[config.mk]
export PLATFORM = sky130hd
export DESIGN_NAME = vid_out_axi4s_sync_flat
export DESIGN_NICKNAME = d
export VERILOG_FILES = /design/src/rtl/vid_out_axi4s_pkg.sv /design/src/rtl/vid_out_axi4s_sync_if.sv /design/src/rtl/vid_out_axi4s_align_chk.sv /design/src/rtl/vid_out_axi4s_sync.sv /design/src/flat_wrapper.sv
export SDC_FILE = /design/constraint.sdc
export NUM_CORES = 1
export LEC_CHECK = 0
export ABC_AREA = 1
export CELL_PAD_IN_SITES_DETAIL_PLACEMENT = 1
export CELL_PAD_IN_SITES_GLOBAL_PLACEMENT = 1
export CORE_MARGIN = 2
export CORE_UTILIZATION = 31
export CTS_CLUSTER_SIZE = 16
export DETAILED_ROUTE_END_ITERATION = 8
export GPL_ROUTABILITY_DRIVEN = 0
export HOLD_SLACK_MARGIN = 0.12
export PLACE_DENSITY = 0.87
export SLEW_MARGIN = 25
export SYNTH_ARGS = -nofsm -noshare
export SYNTH_HDL_FRONTEND = slang
export SYNTH_SLANG_ARGS = --single-unit
[constraint.sdc]
create_clock -name ACLK -period 1.8 [get_ports ACLK]
set_clock_uncertainty 0.15 [all_clocks]
set_input_delay 0.36 -clock ACLK [delete_from_list [all_inputs] [get_ports ACLK]]
set_output_delay 0.36 -clock ACLK [all_outputs]
set_load 0.01 [all_outputs]
[src/rtl/vid_out_axi4s_pkg.sv]
// Shared encodings for the AXI4-Stream to native video output bridge:
// FSM state encoding and ERR bit positions.
package vid_out_axi4s_pkg;
    typedef enum logic [1:0] {
        ST_FLUSH    = 2'd0,
        ST_WAIT_VTG = 2'd1,
        ST_LOCKED   = 2'd2
    } state_t;

    localparam int ERR_W         = 5;
    localparam int ERR_UNDERFLOW = 0;
    localparam int ERR_EOL_EARLY = 1;
    localparam int ERR_EOL_LATE  = 2;
    localparam int ERR_SOF_EARLY = 3;
    localparam int ERR_SOF_LATE  = 4;
endpackage

[src/rtl/vid_out_axi4s_sync_if.sv]
// Bundle of stream input, timing-generator input, native video output and
// status signals of the video output bridge.
interface vid_out_axi4s_sync_if import vid_out_axi4s_pkg::*; #(
    parameter int C_DATA_WIDTH = 24
) ();
    logic                    ACLKEN;
    logic [C_DATA_WIDTH-1:0] S_AXIS_TDATA;
    logic                    S_AXIS_TVALID;
    logic                    S_AXIS_TUSER;
    logic                    S_AXIS_TLAST;
    logic                    S_AXIS_TREADY;
    logic                    VTG_ACTIVE_VIDEO;
    logic                    VTG_VBLANK;
    logic                    VTG_HBLANK;
    logic                    VTG_VSYNC;
    logic                    VTG_HSYNC;
    logic [C_DATA_WIDTH-1:0] VID_DATA;
    logic                    VID_ACTIVE_VIDEO;
    logic                    VID_VBLANK;
    logic                    VID_HBLANK;
    logic                    VID_VSYNC;
    logic                    VID_HSYNC;
    logic                    LOCKED;
    logic [ERR_W-1:0]        ERR;

    modport slave (
        input  ACLKEN, S_AXIS_TDATA, S_AXIS_TVALID, S_AXIS_TUSER, S_AXIS_TLAST,
        input  VTG_ACTIVE_VIDEO, VTG_VBLANK, VTG_HBLANK, VTG_VSYNC, VTG_HSYNC,
        output S_AXIS_TREADY, VID_DATA, VID_ACTIVE_VIDEO, VID_VBLANK, VID_HBLANK,
        output VID_VSYNC, VID_HSYNC, LOCKED, ERR
    );

    modport master (
        output ACLKEN, S_AXIS_TDATA, S_AXIS_TVALID, S_AXIS_TUSER, S_AXIS_TLAST,
        output VTG_ACTIVE_VIDEO, VTG_VBLANK, VTG_HBLANK, VTG_VSYNC, VTG_HSYNC,
        input  S_AXIS_TREADY, VID_DATA, VID_ACTIVE_VIDEO, VID_VBLANK, VID_HBLANK,
        input  VID_VSYNC, VID_HSYNC, LOCKED, ERR
    );
endinterface

[src/rtl/vid_out_axi4s_align_chk.sv]
// Stream/timing alignment checker: flags SOF and EOL misplacement and
// underflow while the bridge is locked.
module vid_out_axi4s_align_chk import vid_out_axi4s_pkg::*; (
    input  logic             clk_i,
    input  logic             rst_ni,
    input  logic             en_i,
    input  logic             locked_i,
    input  logic             active_i,
    input  logic             prev_active_i,
    input  logic             first_px_i,
    input  logic             tvalid_i,
    input  logic             tuser_i,
    input  logic             tlast_i,
    input  logic             beat_i,
    output logic [ERR_W-1:0] err_o,
    output logic             sof_blk_o
);
    logic last_q, last_d;           // TLAST of the most recent consumed beat
    logic cons_last_q, cons_last_d; // previous enabled cycle consumed an EOL beat

    assign last_d      = beat_i ? tlast_i : last_q;
    assign cons_last_d = beat_i & tlast_i;

    always_comb begin
        err_o                = '0;
        err_o[ERR_UNDERFLOW] = locked_i & active_i & ~tvalid_i;
        err_o[ERR_SOF_EARLY] = locked_i & active_i & tvalid_i & tuser_i & ~first_px_i;
        err_o[ERR_SOF_LATE]  = locked_i & active_i & tvalid_i & ~tuser_i & first_px_i;
        err_o[ERR_EOL_EARLY] = locked_i & active_i & cons_last_q;
        err_o[ERR_EOL_LATE]  = locked_i & prev_active_i & ~active_i & ~last_q;
    end

    // Misplaced SOF beats are left in the stream for the flush to resolve.
    assign sof_blk_o = err_o[ERR_SOF_EARLY] | err_o[ERR_SOF_LATE];

    always_ff @(posedge clk_i or negedge rst_ni) begin
        if (!rst_ni) begin
            last_q      <= 1'b0;
            cons_last_q <= 1'b0;
        end else if (en_i) begin
            last_q      <= last_d;
            cons_last_q <= cons_last_d;
        end
    end
endmodule

[src/rtl/vid_out_axi4s_sync.sv]
// AXI4-Stream to native video bridge: aligns the stream SOF to the timing
// generator's first active pixel and re-registers timing with pixel data.
module vid_out_axi4s_sync import vid_out_axi4s_pkg::*; #(
    parameter int C_DATA_WIDTH = 24
) (
    input logic           ACLK,
    input logic           ARESETN,
    vid_out_axi4s_sync_if.slave bus
);
    state_t                  state_q, state_d;
    logic                    vbs_q, vbs_d;
    logic [C_DATA_WIDTH-1:0] data_q, data_d;
    logic [4:0]              tim_q;
    logic                    locked_q;
    logic [ERR_W-1:0]        err_q, err_c;
    logic                    rdy_c, beat, sof_blk, in_lock;

    assign in_lock = (state_q == ST_LOCKED);
    assign beat    = rdy_c & bus.S_AXIS_TVALID;

    vid_out_axi4s_align_chk u_chk (
        .clk_i         (ACLK),
        .rst_ni        (ARESETN),
        .en_i          (bus.ACLKEN),
        .locked_i      (in_lock),
        .active_i      (bus.VTG_ACTIVE_VIDEO),
        .prev_active_i (tim_q[4]),
        .first_px_i    (vbs_q),
        .tvalid_i      (bus.S_AXIS_TVALID),
        .tuser_i       (bus.S_AXIS_TUSER),
        .tlast_i       (bus.S_AXIS_TLAST),
        .beat_i        (beat),
        .err_o         (err_c),
        .sof_blk_o     (sof_blk)
    );

    always_comb begin
        state_d = state_q;
        rdy_c   = 1'b0;
        case (state_q)
            ST_FLUSH: begin
                rdy_c = ~bus.S_AXIS_TUSER;
                if (bus.S_AXIS_TVALID && bus.S_AXIS_TUSER) state_d = ST_WAIT_VTG;
            end
            ST_WAIT_VTG: begin
                rdy_c = bus.VTG_ACTIVE_VIDEO & vbs_q;
                if (rdy_c && bus.S_AXIS_TVALID) state_d = ST_LOCKED;
            end
            ST_LOCKED: begin
                rdy_c = bus.VTG_ACTIVE_VIDEO & ~sof_blk;
                if (|err_c) state_d = ST_FLUSH;
            end
            default: state_d = ST_FLUSH;
        endcase
        if (!bus.ACLKEN) begin
            rdy_c   = 1'b0;
            state_d = state_q;
        end
    end

    // vbs_q marks "vblank seen since the last active cycle", i.e. the next
    // active cycle is the first pixel of a frame.
    always_comb begin
        vbs_d = vbs_q;
        if (state_d == ST_FLUSH && state_q != ST_FLUSH) vbs_d = 1'b0;
        else if (bus.VTG_VBLANK)                        vbs_d = 1'b1;
        else if (bus.VTG_ACTIVE_VIDEO)                  vbs_d = 1'b0;
    end

    assign data_d = beat ? bus.S_AXIS_TDATA : '0;

    always_ff @(posedge ACLK or negedge ARESETN) begin
        if (!ARESETN) begin
            state_q  <= ST_FLUSH;
            vbs_q    <= 1'b0;
            data_q   <= '0;
            tim_q    <= '0;
            locked_q <= 1'b0;
            err_q    <= '0;
        end else if (bus.ACLKEN) begin
            state_q  <= state_d;
            vbs_q    <= vbs_d;
            data_q   <= data_d;
            tim_q    <= {bus.VTG_ACTIVE_VIDEO, bus.VTG_VBLANK, bus.VTG_HBLANK,
                         bus.VTG_VSYNC, bus.VTG_HSYNC};
            locked_q <= (state_d == ST_LOCKED);
            err_q    <= err_c;
        end
    end

    assign bus.S_AXIS_TREADY    = rdy_c & ARESETN;
    assign bus.VID_DATA         = data_q;
    assign bus.VID_ACTIVE_VIDEO = tim_q[4];
    assign bus.VID_VBLANK       = tim_q[3];
    assign bus.VID_HBLANK       = tim_q[2];
    assign bus.VID_VSYNC        = tim_q[1];
    assign bus.VID_HSYNC        = tim_q[0];
    assign bus.LOCKED           = locked_q;
    assign bus.ERR              = err_q;
endmodule

[src/flat_wrapper.sv]
// flat-port wrapper written by rule: the top's interface ports become plain ports
module vid_out_axi4s_sync_flat import vid_out_axi4s_pkg::*;
#(
    parameter int C_DATA_WIDTH = 24
)
  (ACLK, ARESETN, bus_ACLKEN, bus_S_AXIS_TDATA, bus_S_AXIS_TVALID, bus_S_AXIS_TUSER, bus_S_AXIS_TLAST, bus_VTG_ACTIVE_VIDEO, bus_VTG_VBLANK, bus_VTG_HBLANK, bus_VTG_VSYNC, bus_VTG_HSYNC, bus_S_AXIS_TREADY, bus_VID_DATA, bus_VID_ACTIVE_VIDEO, bus_VID_VBLANK, bus_VID_HBLANK, bus_VID_VSYNC, bus_VID_HSYNC, bus_LOCKED, bus_ERR);
  vid_out_axi4s_sync_if #(.C_DATA_WIDTH(C_DATA_WIDTH)) bus_i ();
  input logic ACLK;
  input logic ARESETN;
  input wire logic [$bits(bus_i.ACLKEN)-1:0] bus_ACLKEN;
  input wire logic [$bits(bus_i.S_AXIS_TDATA)-1:0] bus_S_AXIS_TDATA;
  input wire logic [$bits(bus_i.S_AXIS_TVALID)-1:0] bus_S_AXIS_TVALID;
  input wire logic [$bits(bus_i.S_AXIS_TUSER)-1:0] bus_S_AXIS_TUSER;
  input wire logic [$bits(bus_i.S_AXIS_TLAST)-1:0] bus_S_AXIS_TLAST;
  input wire logic [$bits(bus_i.VTG_ACTIVE_VIDEO)-1:0] bus_VTG_ACTIVE_VIDEO;
  input wire logic [$bits(bus_i.VTG_VBLANK)-1:0] bus_VTG_VBLANK;
  input wire logic [$bits(bus_i.VTG_HBLANK)-1:0] bus_VTG_HBLANK;
  input wire logic [$bits(bus_i.VTG_VSYNC)-1:0] bus_VTG_VSYNC;
  input wire logic [$bits(bus_i.VTG_HSYNC)-1:0] bus_VTG_HSYNC;
  output wire logic [$bits(bus_i.S_AXIS_TREADY)-1:0] bus_S_AXIS_TREADY;
  output wire logic [$bits(bus_i.VID_DATA)-1:0] bus_VID_DATA;
  output wire logic [$bits(bus_i.VID_ACTIVE_VIDEO)-1:0] bus_VID_ACTIVE_VIDEO;
  output wire logic [$bits(bus_i.VID_VBLANK)-1:0] bus_VID_VBLANK;
  output wire logic [$bits(bus_i.VID_HBLANK)-1:0] bus_VID_HBLANK;
  output wire logic [$bits(bus_i.VID_VSYNC)-1:0] bus_VID_VSYNC;
  output wire logic [$bits(bus_i.VID_HSYNC)-1:0] bus_VID_HSYNC;
  output wire logic [$bits(bus_i.LOCKED)-1:0] bus_LOCKED;
  output wire logic [$bits(bus_i.ERR)-1:0] bus_ERR;
  assign bus_i.ACLKEN = bus_ACLKEN;
  assign bus_i.S_AXIS_TDATA = bus_S_AXIS_TDATA;
  assign bus_i.S_AXIS_TVALID = bus_S_AXIS_TVALID;
  assign bus_i.S_AXIS_TUSER = bus_S_AXIS_TUSER;
  assign bus_i.S_AXIS_TLAST = bus_S_AXIS_TLAST;
  assign bus_i.VTG_ACTIVE_VIDEO = bus_VTG_ACTIVE_VIDEO;
  assign bus_i.VTG_VBLANK = bus_VTG_VBLANK;
  assign bus_i.VTG_HBLANK = bus_VTG_HBLANK;
  assign bus_i.VTG_VSYNC = bus_VTG_VSYNC;
  assign bus_i.VTG_HSYNC = bus_VTG_HSYNC;
  assign bus_S_AXIS_TREADY = bus_i.S_AXIS_TREADY;
  assign bus_VID_DATA = bus_i.VID_DATA;
  assign bus_VID_ACTIVE_VIDEO = bus_i.VID_ACTIVE_VIDEO;
  assign bus_VID_VBLANK = bus_i.VID_VBLANK;
  assign bus_VID_HBLANK = bus_i.VID_HBLANK;
  assign bus_VID_VSYNC = bus_i.VID_VSYNC;
  assign bus_VID_HSYNC = bus_i.VID_HSYNC;
  assign bus_LOCKED = bus_i.LOCKED;
  assign bus_ERR = bus_i.ERR;
  vid_out_axi4s_sync #(.C_DATA_WIDTH(C_DATA_WIDTH)) u_core (.ACLK(ACLK), .ARESETN(ARESETN), .bus(bus_i));
endmodule
==> impl_metrics.json <==
{
  "postPlaceCellArea_um2": 2720,
  "worst_pin_slew_ns": 0.533,
  "start_util_pct": 32.4,
  "drt-vias-per-instance": 4.54,
  "synth.most_common_cell": "nand2_1",
  "r2r_start": "u_core.state_q[1]",
  "setup_ws_ns": -0.147,
  "ant_nets": 0,
  "nets": 329,
  "die_w_um": 80.1,
  "p_per_area_nw_per_um2": 859,
  "wl_um": 5090,
  "worstReg2RegEnd": "u_core.bus.VID_DATA[23]",
  "crit_path_end_kind": "output port",
  "core_area_um2": 5540,
  "rsz0062_at_grt": "yes",
  "path_clk_slew_ns": 0.07,
  "min_period_over_period_pct": 108,
  "ioPinCount": 71,
  "synth-xor-area-share_pct": 0,
  "synthArstFlopShare_pct": 100,
  "vias": 1661,
  "synthesis.nets": 232,
  "yosys.area_share.adder_pct": 0,
  "cpPeakStageDelay_ns": 0.41,
  "relSlewSlack_pct": 64.5,
  "synth_area_um2": 1790,
  "wl_per_cell_um": 13.9,
  "start_kind": "flop",
  "reg2regPathDepth": 7,
  "clockBufferDepth": 2,
  "report.final.setup_viol": 1,
  "critical_path.top_delay_family": "flip-flops",
  "clkSinkCount": 40,
  "final_area_um2": 2850,
  "tritoncts": "built",
  "die_area_um2": 6410,
  "hold_path.class": "flop to flop",
  "synth_compound_area_share_pct": 13.8,
  "track_usage_pct": 17.1,
  "min_path_cells": 2,
  "ys_top_cells_by_count": "nand2_1, dfrtp_1, inv_1",
  "finalHoldViolCount": 0,
  "power_w": 0.00244,
  "cts-root-buf": "clkbuf_8",
  "synth_area_leaders": "dfrtp_1, nand2_1, o21ai_2",
  "grt_pass1_wl_um": 8320,
  "postSynthCellCount": 197,
  "crit_arrival_ns": 1.44,
  "crit_path_start": "u_core.state_q[0]",
  "die_y_um": 80.1,
  "final_layout_size_suffix_gt1_share_pct": 22.8,
  "ys_ff_latch": 40,
  "post-place-ws_ns": -0.661,
  "violations": "setup timing",
  "yosysTopAreaCell": "dfrtp_1",
  "fmax_ghz": 0.513,
  "dpl.hpwl_um": 3770,
  "cp-endpoint": "bus_S_AXIS_TREADY",
  "num_rows": 27,
  "cts_made_buffers": 5,
  "cp_max_fo": 3,
  "leakagePower_nw": 1.39,
  "drc": 0,
  "rrSetupSlack_ns": 0.09,
  "grt_remaining_overflow": 0,
  "dr.pass1.iters": 4,
  "synth.avg_cell_area_um2": 9.10,
  "synth_top_family_by_area": "simple AND/OR/NAND/NOR gates",
  "path_cells": "inv_2 > nand3_2 > inv_2 > o21ai_2 > nand2_1 > nand3_2 > and3_4 > buf_6",
  "tns_ns": -0.147,
  "required_ns": 1.29,
  "synthDistinctLibCells": 19,
  "crit_slowest_cell": "dfrtp_1",
  "layout_min_cycle_time_ns": 1.95,
  "h-tree-depth": 2,
  "grt_antenna_before_repair": 0,
  "irDropWorstVdd_uv": 330,
  "finalMaxSlewViolations": 0,
  "synthSimpleGateAreaFrac_pct": 20.7,
  "yosysSeqAreaShare_pct": 55.8,
  "diodes": 0,
  "cp_num_buf_inv": 3,
  "synth_warnings": 0,
  "ys.flop_type": "dfrtp_1",
  "drv_cap": 0,
  "crit_cells": 8,
  "grt_max_degree": 41,
  "io_buffer_count": 70,
  "min_from": "u_core.tim_q[2]",
  "grt_pass1_vias": 1760,
  "synthMuxAreaShare_pct": 0,
  "syn2layout_area_growth_pct": 58.7,
  "fillers": 657,
  "critical_path_class": "flop to output port",
  "outcome": "finished with violations",
  "synth_edf_count": 0,
  "drtIter0Drc": 76,
  "synth_top_area_share_pct": 55.8,
  "clock_latency_ns": 0.29
}
-- cell usage in the layout (no fill, tap or decap), types with 2 or more instances in the layout --
cell type	instances
dlygate4sd2_1	3
o21ai_2	20
inv_1	28
nand2_1	65
nor2_1	4
buf_12	2
nand4_1	2
clkdlybuf4s50_1	65
nand3_1	7
o31ai_1	3
nor2_2	3
inv_2	2
clkbuf_8	5
buf_4	25
nand3_2	2
o21ai_0	9
dfrtp_1	39
-- layout make-up --
class	count	area [µm²]	area share, %
clock buffers	5	68.8	2.42
clock inverters	2	12.5	0.440
inverters	30	113	3.96
multi-input cells	119	628	22.1
flip-flops and latches	40	1000	35.2
well taps	72	90.1	3.17
repair buffers	98	931	32.7
-- report_power, final --
part | switching, W | total (W) | internal, W
registers | 0.0000802 | 0.00109 | 0.00101
logic | 0.000353 | 0.000777 | 0.000424
clock network | 0.000314 | 0.000577 | 0.000263
total | 0.000747 | 0.00244 | 0.00170
-- state kept, by name, summed over array words and instances (netlist names) --
signal / count
u_core.tim_q: 5
u_core.u_chk.cons_last_q: 1
u_core.vbs_q: 1
u_core.bus.VID_DATA: 24
u_core.bus.LOCKED: 1
u_core.state_q: 2
u_core.bus.ERR: 5
u_core.u_chk.last_q: 1
-- worst min-delay path by stage --
stage / slack, ns / end
3_3_place_gp: 0.31 / u_core.tim_q[2]
5_1_grt: 0.36 / u_core.bus.VID_DATA[22]
2_1_floorplan: -0.09 / u_core.bus.ERR[0]
6_report: 0.32 / u_core.tim_q[2]
4_1_cts: 0.33 / u_core.tim_q[2]
3_5_place_dp: 0.31 / u_core.tim_q[2]
-- cell families after synthesis --
group / Yosys count
AND/OR/NAND/NOR: 86
AO/OA/AOI/OAI: 33
flip-flops: 40
buffers and inverters: 38
-- metrics by stage --
stage | hold WS, ns | util, % | std cells
after floorplan | -0.0856 | - | 197
after global placement | 0.305 | 49.0 | 354
after detailed placement | 0.308 | 49.0 | 354
after CTS | 0.326 | 50.9 | 364
after global routing | 0.360 | 51.4 | 366
final | 0.323 | 51.4 | 366
-- layer usage --
layer | GRT usage, % | share of wire, % | vias up
met4 | 4.58 | 1.3 | 0
li1 | - | - | 802
met2 | 30.8 | 52 | 54
met3 | 4.72 | 5.8 | 6
met1 | 19.9 | 41 | 799
met5 | 0 | 0 | -
-- worst min-delay path, delay by kind of cell, from the launching register on --
kind	cells	cell delay (ns)
flip-flops	1	0.34
AND/OR/NAND/NOR	2	0.10
-- repair_timing --
action	CTS	global route
setup endpoints to repair	2	1
pin swaps	3	2
gates resized for setup	11	2
hold buffers	1	0
buffers inserted	2	2
endpoints found under the hold margin	40	0
cloned	0	0
Power figures use the tool's default switching activity.
